[config.mk]
export PLATFORM = sky130hd
export DESIGN_NAME = reg_burst_seq
export DESIGN_NICKNAME = d
export VERILOG_FILES = /design/src/rtl/reg_burst_seq.sv
export SDC_FILE = /design/constraint.sdc
export NUM_CORES = 1
export LEC_CHECK = 0
export CAP_MARGIN = 20
export CORE_ASPECT_RATIO = 0.7
export CORE_MARGIN = 5
export CORE_UTILIZATION = 30
export CTS_CLUSTER_SIZE = 10
export DETAILED_ROUTE_END_ITERATION = 6
export HOLD_SLACK_MARGIN = 0.06
export PLACE_DENSITY = 0.61
export SYNTH_ARGS = -nofsm -noshare
export SYNTH_HDL_FRONTEND = slang
export SYNTH_SLANG_ARGS = --single-unit
[constraint.sdc]
create_clock -name clk -period 2.13 [get_ports clk]
set_clock_uncertainty 0.1 [all_clocks]
set_input_delay 0.426 -clock clk [delete_from_list [all_inputs] [get_ports clk]]
set_output_delay 0.426 -clock clk [all_outputs]
set_load 0.1 [all_outputs]
[src/rtl/reg_burst_seq.sv]
// reg_burst_seq: burst sequencer driving ld/inc/clr of an external address register.
// One beat per valid/ready handshake; the register is cleared at burst end or abort.
module reg_burst_seq #(
   parameter int AW = 16,
   parameter int LW = 8
) (
   input  logic          clk,
   input  logic          rst,
   input  logic          start,
   input  logic [AW-1:0] start_addr,
   input  logic [LW-1:0] len,
   input  logic          abort,
   input  logic          beat_rdy,
   output logic          beat_vld,
   output logic          busy,
   output logic          done,
   output logic          aborted,
   output logic          reg_ld,
   output logic          reg_inc,
   output logic          reg_clr,
   output logic [AW-1:0] reg_din
);
   localparam logic [2:0] IDLE  = 3'd0;
   localparam logic [2:0] LOAD  = 3'd1;
   localparam logic [2:0] BURST = 3'd2;
   localparam logic [2:0] DONE  = 3'd3;
   localparam logic [2:0] ABRT  = 3'd4;
   logic [2:0]    state_q, state_d;
   logic [LW-1:0] rem_q, rem_d;
   logic [AW-1:0] din_q, din_d;
   logic          accept;
   always_comb begin
      beat_vld = (state_q == BURST) & ~abort;
      accept   = beat_vld & beat_rdy;
      reg_inc  = accept & (rem_q != LW'(1));
      state_d  = state_q;
      rem_d    = rem_q;
      din_d    = din_q;
      case (state_q)
         IDLE: begin
            if (start && len != '0) begin
               state_d = LOAD;
               rem_d   = len;
               din_d   = start_addr;
            end else if (start) begin
               state_d = DONE;
            end
         end
         LOAD: state_d = abort ? ABRT : BURST;
         BURST: begin
            // abort wins over ready: the offered beat is withdrawn, rem untouched
            if (abort) begin
               state_d = ABRT;
            end else if (accept) begin
               rem_d   = rem_q - LW'(1);
               state_d = (rem_q == LW'(1)) ? DONE : BURST;
            end
         end
         default: state_d = IDLE;
      endcase
   end
   always_ff @(posedge clk or posedge rst) begin
      if (rst) begin
         state_q <= IDLE;
         rem_q   <= '0;
         din_q   <= '0;
      end else begin
         state_q <= state_d;
         rem_q   <= rem_d;
         din_q   <= din_d;
      end
   end
   assign busy    = state_q != IDLE;
   assign done    = state_q == DONE;
   assign aborted = state_q == ABRT;
   assign reg_ld  = state_q == LOAD;
   assign reg_clr = (state_q == DONE) | (state_q == ABRT);
   assign reg_din = din_q;
endmodule

==> results of run 1 <==
[cells by family (layout without fill, tap and decap cells)]
family          Yosys count  count (layout)
simple gates             40              40
compound gates           27              27
flops                    27              27
buf+inv                  17              81
mux                      16              16
fa+ha+maj                 2               2
[sequential cells by signal, summed over array words and instances, names as in the netlist]
signal   count
reg_din     16
rem_q        8
state_q      3
[final cells by class]
type | instances | area share, %
sequential | 27 | 29.5
clock buffer | 4 | 1.95
tap | 57 | 3.09
timing repair buffer | 68 | 30.7
multi-input combinational | 85 | 33.3
inverter | 9 | 1.47
[stage by stage]
step | setup slack (ns) | cells | TNS [ns] | area (um^2)
CTS | 0.0000117 | 248 | 0 | 2220
global placement | -0.318 | 244 | -7.08 | 2160
floorplan | -0.249 | 129 | -0.249 | 1490
detailed placement | -0.344 | 244 | -7.35 | 2160
global route | -0.00303 | 250 | -0.00303 | 2300
finish | 0.0563 | 250 | 0 | 2300
[what timing repair did]
item,4_1_cts,5_1_grt
pin swaps,2,3
setup buffers,0,1
cloned,0,1
setup endpoints to repair,20,17
resized for setup,7,12
[cell usage in the layout, fill, tap and decap left out, types with 2 or more instances in the layout]
cell              n
a21oi_1           3
a31oi_1           2
o21ai_0           2
o221ai_2          2
clkbuf_8          3
nor2b_1           2
dfrtp_1          23
buf_12            8
dfrtp_2           4
ha_1              2
o221ai_1          2
mux2_4           12
o21ai_1           2
nor2_1            5
inv_1             9
o2bb2ai_1         2
or4_4             2
nand2_1           8
nor3b_4           2
nor2_4            3
o22ai_1           3
buf_4            31
mux2_1            3
dlymetal6s2s_1    4
nor3_1            5
clkdlybuf4s50_1  23
a22oi_1           2
and2_1            2
[cells in the mapped netlist, drive strengths merged]
library cell,n,area (um^2)
and3b,1,8.76
nand2,8,30.0
a32oi,1,8.76
a21oi,3,15.0
inv,9,33.8
o211ai,1,7.51
buf,5,42.5
and4,1,8.76
nor3,5,25.0
a22oi,3,22.5
nand3,1,5.00
a31oi,2,12.5
o21a,1,7.51
nor2,8,32.5
nor2b,2,12.5
o21ai,4,20.0
mux2,16,225
or4,2,18.8
dfrtp,27,676
or2,1,6.26
nand2b,2,12.5
o22ai,3,18.8
and2,2,12.5
or3b,1,8.76
o2bb2ai,2,17.5
a2bb2oi,1,8.76
nor4,2,12.5
o211a,1,10.0
and3,1,6.26
clkbuf,3,11.3
nor3b,3,22.5
ha,2,25.0
o221ai,4,35.0
a221oi,1,8.76
[final timing paths]
kind / startpoint / endpoint / slack [ns]
max: rem_q[5] / reg_inc / 0.06
min: reg_din[14] / reg_din[14] / 0.40
max reg2reg: state_q[0] / reg_din[12] / 0.27
min reg2reg: reg_din[14] / reg_din[14] / 0.40
max in group asynchronous: rst / state_q[2] / 1.23
min in group asynchronous: rst / reg_din[3] / 0.42
[per-layer routing]
layer | track usage (%) | part of all wire, %
met2 | 22.9 | 52
met3 | 2.34 | 4.6
met1 | 16.5 | 43
met4 | 3.70 | 0.96
met5 | 0 | 0
==> metrics.md, run 1 <==
| Metric | Value |
|---|---|
| FF-to-FF path depth | 4 |
| Syn Inst Count | about 130 |
| DR WL/cell | between 15 and 20 um |
| Syn_nets | 160 |
| GRT overflow | 0 |
| Relative slew slack | between 70 and 80% |
| Clock Sinks | 27 |
| Slowest CP cell | dfrtp_2 |
| Worst-path clk slew | ~0.090 ns |
| Post-layout util | between 40% and 50% |
| CP Depth | 4 |
| Largest family of logic cells by synthesized area | multiplexers |
| Worst Path Required | about 1.6 ns |
| Synthesized area per cell | ~11 um^2 |
| Yosys warns | 0 |
| Vias in the first global route | around 1300 |
| Total track usage | 13.0% |
| Final Net Count | 225 |
| Slowest Stage Delay on Critical Path | between 0.4 and 0.5 ns |
| Slew @ Worst Pin | about 0.34 ns |
| H-tree depth | 1 |
| Status | completed |
| Critical path class | reg2out |
| Routability Congestion | ~0.9 |
| Yosys reg bits | 27 |
| CORE AREA | 4700 um^2 |
| Post-synthesis simple-gate area fraction | about 16% |
| DRC Markers | 0 |
| Critical Path AT | 1.55 ns |
| Max-cap violations | 0 |
| First-pass GRT wire length | around 6.4 mm |
| Starting Density | a little under a third |
| Synth Area in Compound Gates | between 10% and 20% |
| Fillers | ~430 |
| Layout area overhead | 61.3% |
| Synth cell types | a little over 40 |
| Final hold violations | 0 |
| Worst skew pair latency | ~0.27 ns |
| 1st-pass router iterations | 4 |
| Crit path launch type | register |
| Final min period | ~2.1 ns |
| Register area | about 680 um^2 |
| Initial antenna violation count | 0 |
| Die area | ~6300 um^2 |
| Cell family with most CP delay | simple AND/OR/NAND/NOR gates |
| Seq/Total Area, Yosys | about 47% |
| CTS tree | done |
| Worst hold margin | roughly 0.40 ns |
| RSZ-0062 raised after global routing | yes |
| Worst-path fanout max | 4 |
| Multi-input logic area | around 770 um^2 |
| Die width | 92.5 um |
| Routed Antenna Nets | 0 |
| Final HPWL DP | between 3 and 4 mm |
| Hold_buf cts | 0 |
| Inserted Diodes | 0 |
| Synth Area in Adders | under 10% |
| Port Buffer Count | between 50 and 60 |
| Multiplexer area fraction after synthesis | 15.8% |
| Critical path, cell by cell | nor4_4 > and4_2 > nor2_4 > buf_12 |
| Largest net degree at the start of global routing | 28 |
| Clk root buf | clkbuf_8 |
| Mapped Area | around 1400 um^2 |
| Row count | 21 |
| Synth Area in XOR/XNOR | 0% |
| Avg Vias per Cell | between 5 and 6 |
| Vias | roughly 1300 |
| Hold Path Depth | 1 |
| Clk buf depth | 2 |
| Final Cycle Share | 97.4% |
| Die Ht | 67.7 um |
| Fmax | 0.482 GHz |
| Number of buffers created by CTS | 3 |
| DRT Wirelength | just over 4 mm |
| IO Pins | 52 |
| Final setup viols | 0 |
| Worst Path Buf+Inv | 1 |
| Type of the tightest min-delay check | reg2reg |
| Layout cells sized above 1 | between 30% and 40% |
| CP endpoint kind | primary output |
| Final Slew Violations | 0 |
| DR iter-0 viols | between 70 and 80 |
Power of run 1 is not shown: default switching activity piles up to over one toggle a cycle in this logic, so the estimate is an artifact.
==> inputs of run 2 (changes only) <==
CTS_CLUSTER_DIAMETER = 30   (was default)
==> results of run 2 <==
Final layout, timing and power as in run 1 (identical DEF).
Power of run 2 is left out for the same reason.
==> inputs of run 3 (changes only) <==
GPL_ROUTABILITY_DRIVEN = 0   (was default)
==> run 3 against run 2 <==
  * Non-clock buffer count is the same
  * Fmax down 1.2%
  * Global-route usage fell by 0.18 points
  * First-iteration DRC count increased by 59%
  * Via count fell by 1.4%
  * Setup slack got worse by 0.025 ns
  * Sequential cell count unchanged
  * Cell area increased by 0.54%
  * Hold slack got worse by 0.0026 ns
  * Sequential share of layout area down 0.16 points
  * Critical path type is now in2reg
==> metrics.md, run 3 (synthesis results as in run 1) <==
| Metric | Value |
|---|---|
| Critical Path AT | 2.17 ns (was 1.55 ns) |
| Port Buffer Count | 51 (unchanged) |
| CP endpoint kind | register (was primary output) |
| Layout cells sized above 1 | 40.4% (was 39.9%) |
| Routed Antenna Nets | 0 (unchanged) |
| Commonest non-fill, non-tap cell in the layout | buf_4 (unchanged) |
| Fmax | 0.477 GHz (was 0.482 GHz) |
| Final hold violations | 0 (unchanged) |
| Worst Path Required | 2.20 ns (was 1.60 ns) |
| Max-cap violations | 0 (unchanged) |
| Worst-path clk slew | 0.09 ns (about the same) |
| DRT Wirelength | 4.11 mm (was 4.05 mm) |
| Avg Vias per Cell | 5.02 (was 5.09) |
| Number of buffers created by CTS | 3 (unchanged) |
| Fillers | 424 (was 425) |
| 1st-pass router iterations | 4 (unchanged) |
| Fin Setup TNS | 0 ns (unchanged) |
| Final setup viols | 0 (unchanged) |
| DR WL/cell | 16.5 um (was 16.2 um) |
| Post-layout util | 49.3% (was 49.0%) |
| Multi-input logic area | 767 um^2 (unchanged) |
| Initial antenna violation count | 0 (unchanged) |
| Vias in the first global route | 1271 (was 1290) |
| Final min period | 2.10 ns (was 2.07 ns) |
| IO Pins | 52 (unchanged) |
| Die area | 6260 um^2 (unchanged) |
| Relative slew slack | 77.0% (was 77.2%) |
| Non-Filler Instances | 250 (unchanged) |
| Slew @ Worst Pin | 0.345 ns (was 0.340 ns) |
| Critical path class | in2reg (was reg2out) |
| DRC Markers | 0 (unchanged) |
| Largest register FFs | 16 (unchanged) |
| Post-route cell area | 2320 um^2 (was 2300 um^2) |
| Layout area overhead | 62.2% (was 61.3%) |
| Total track usage | 12.8% (was 13.0%) |
| Placed instance count | 242 (was 244) |
| Type of the tightest min-delay check | reg2reg (unchanged) |
| Largest net degree at the start of global routing | 28 (unchanged) |
| Hold_buf cts | 0 (unchanged) |
| Clk root buf | clkbuf_8 (unchanged) |
| Post-placement cell area | 2140 um^2 (was 2160 um^2) |
| Worst skew pair latency | 0.27 ns (about the same) |
| CTS tree | done (unchanged) |
| Final Net Count | 225 (unchanged) |
| Inserted Diodes | 0 (unchanged) |
| First-pass GRT wire length | 6.35 mm (was 6.37 mm) |
| Final Slew Violations | 0 (unchanged) |
| Die width | 92.5 um (unchanged) |
| Register area | 681 um^2 (unchanged) |
| Clock Sinks | 27 (unchanged) |
| Die Ht | 67.7 um (unchanged) |
| H-tree depth | 1 (unchanged) |
| Row count | 21 (unchanged) |
| GRT overflow | 0 (unchanged) |
| RSZ-0062 raised after global routing | yes (unchanged) |
| Status | completed (unchanged) |
| Final HPWL DP | 3.01 mm (was 3.15 mm) |
| DR iter-0 viols | 118 (was 74) |
| Final Cycle Share | 98.5% (was 97.4%) |
| Vias | 1255 (was 1273) |
| Worst-path fanout max | 9 (was 4) |
| Starting Density | 30.4% (unchanged) |
| Clk buf depth | 2 (unchanged) |
| CORE AREA | 4700 um^2 (unchanged) |
| Commonest cells after routing, fill and taps aside | buf_4, clkdlybuf4s50_1, dfrtp_1 (unchanged) |
| Crit path launch type | input port (was register) |
[run 3: changes by cell type in the layout (fill, tap and decap cells not counted), sizes merged]
cell           delta
dlymetal6s2s      -2
clkbuf            +1
buf               -1
clkdlybuf4s50     +2
[run 3: final cells by class]
class | count | area share (%)
clock buffers | 4 | 1.94
inverters | 9 | 1.46
multi-input cells | 85 | 33.1
flip-flops and latches | 27 | 29.4
well taps | 57 | 3.08
repair buffers | 68 | 31.0
[run 3: worst paths after layout]
kind | cells after the start | end | slack [ns] | start
min | 1 | reg_din[11] | 0.40 | reg_din[11]
min reg2reg | 1 | reg_din[11] | 0.40 | reg_din[11]
max | 5 | reg_din[10] | 0.03 | len[1]
max in group asynchronous | 3 | state_q[1] | 1.24 | rst
max reg2reg | 4 | reg_din[12] | 0.29 | state_q[0]
min in group asynchronous | 3 | reg_din[3] | 0.41 | rst
[run 3: what timing repair did]
action	CTS	global route
pin swaps	2	4
gates cloned	0	2
setup endpoints to repair	20	12
gates resized for setup	7	11
buffers inserted	0	2
[run 3: routing by layer]
layer	vias up	routed length, um	global-route usage (%)
met1	624	1800	17.2
li1	598	-	-
met2	29	2080	22.0
met3	4	183	2.34
met4	0	59	2.22
met5	-	0	0
[run 3: critical path, cell delays in order]
cell	delay [ns]
clkdlybuf4s50_1	0.44
or4_4	0.53
o211a_4	0.29
clkbuf_16	0.18
mux2_4	0.29
[run 3: per-stage QoR]
stage                     setup WS [ns]  hold slack, ns
final                            0.0317           0.397
after global routing            0.00130           0.428
after CTS                       0.00337           0.402
after detailed placement         -0.339           0.380
after global placement           -0.302           0.382
after floorplan                  -0.249           0.376
Power of run 3 is left out for the same reason.
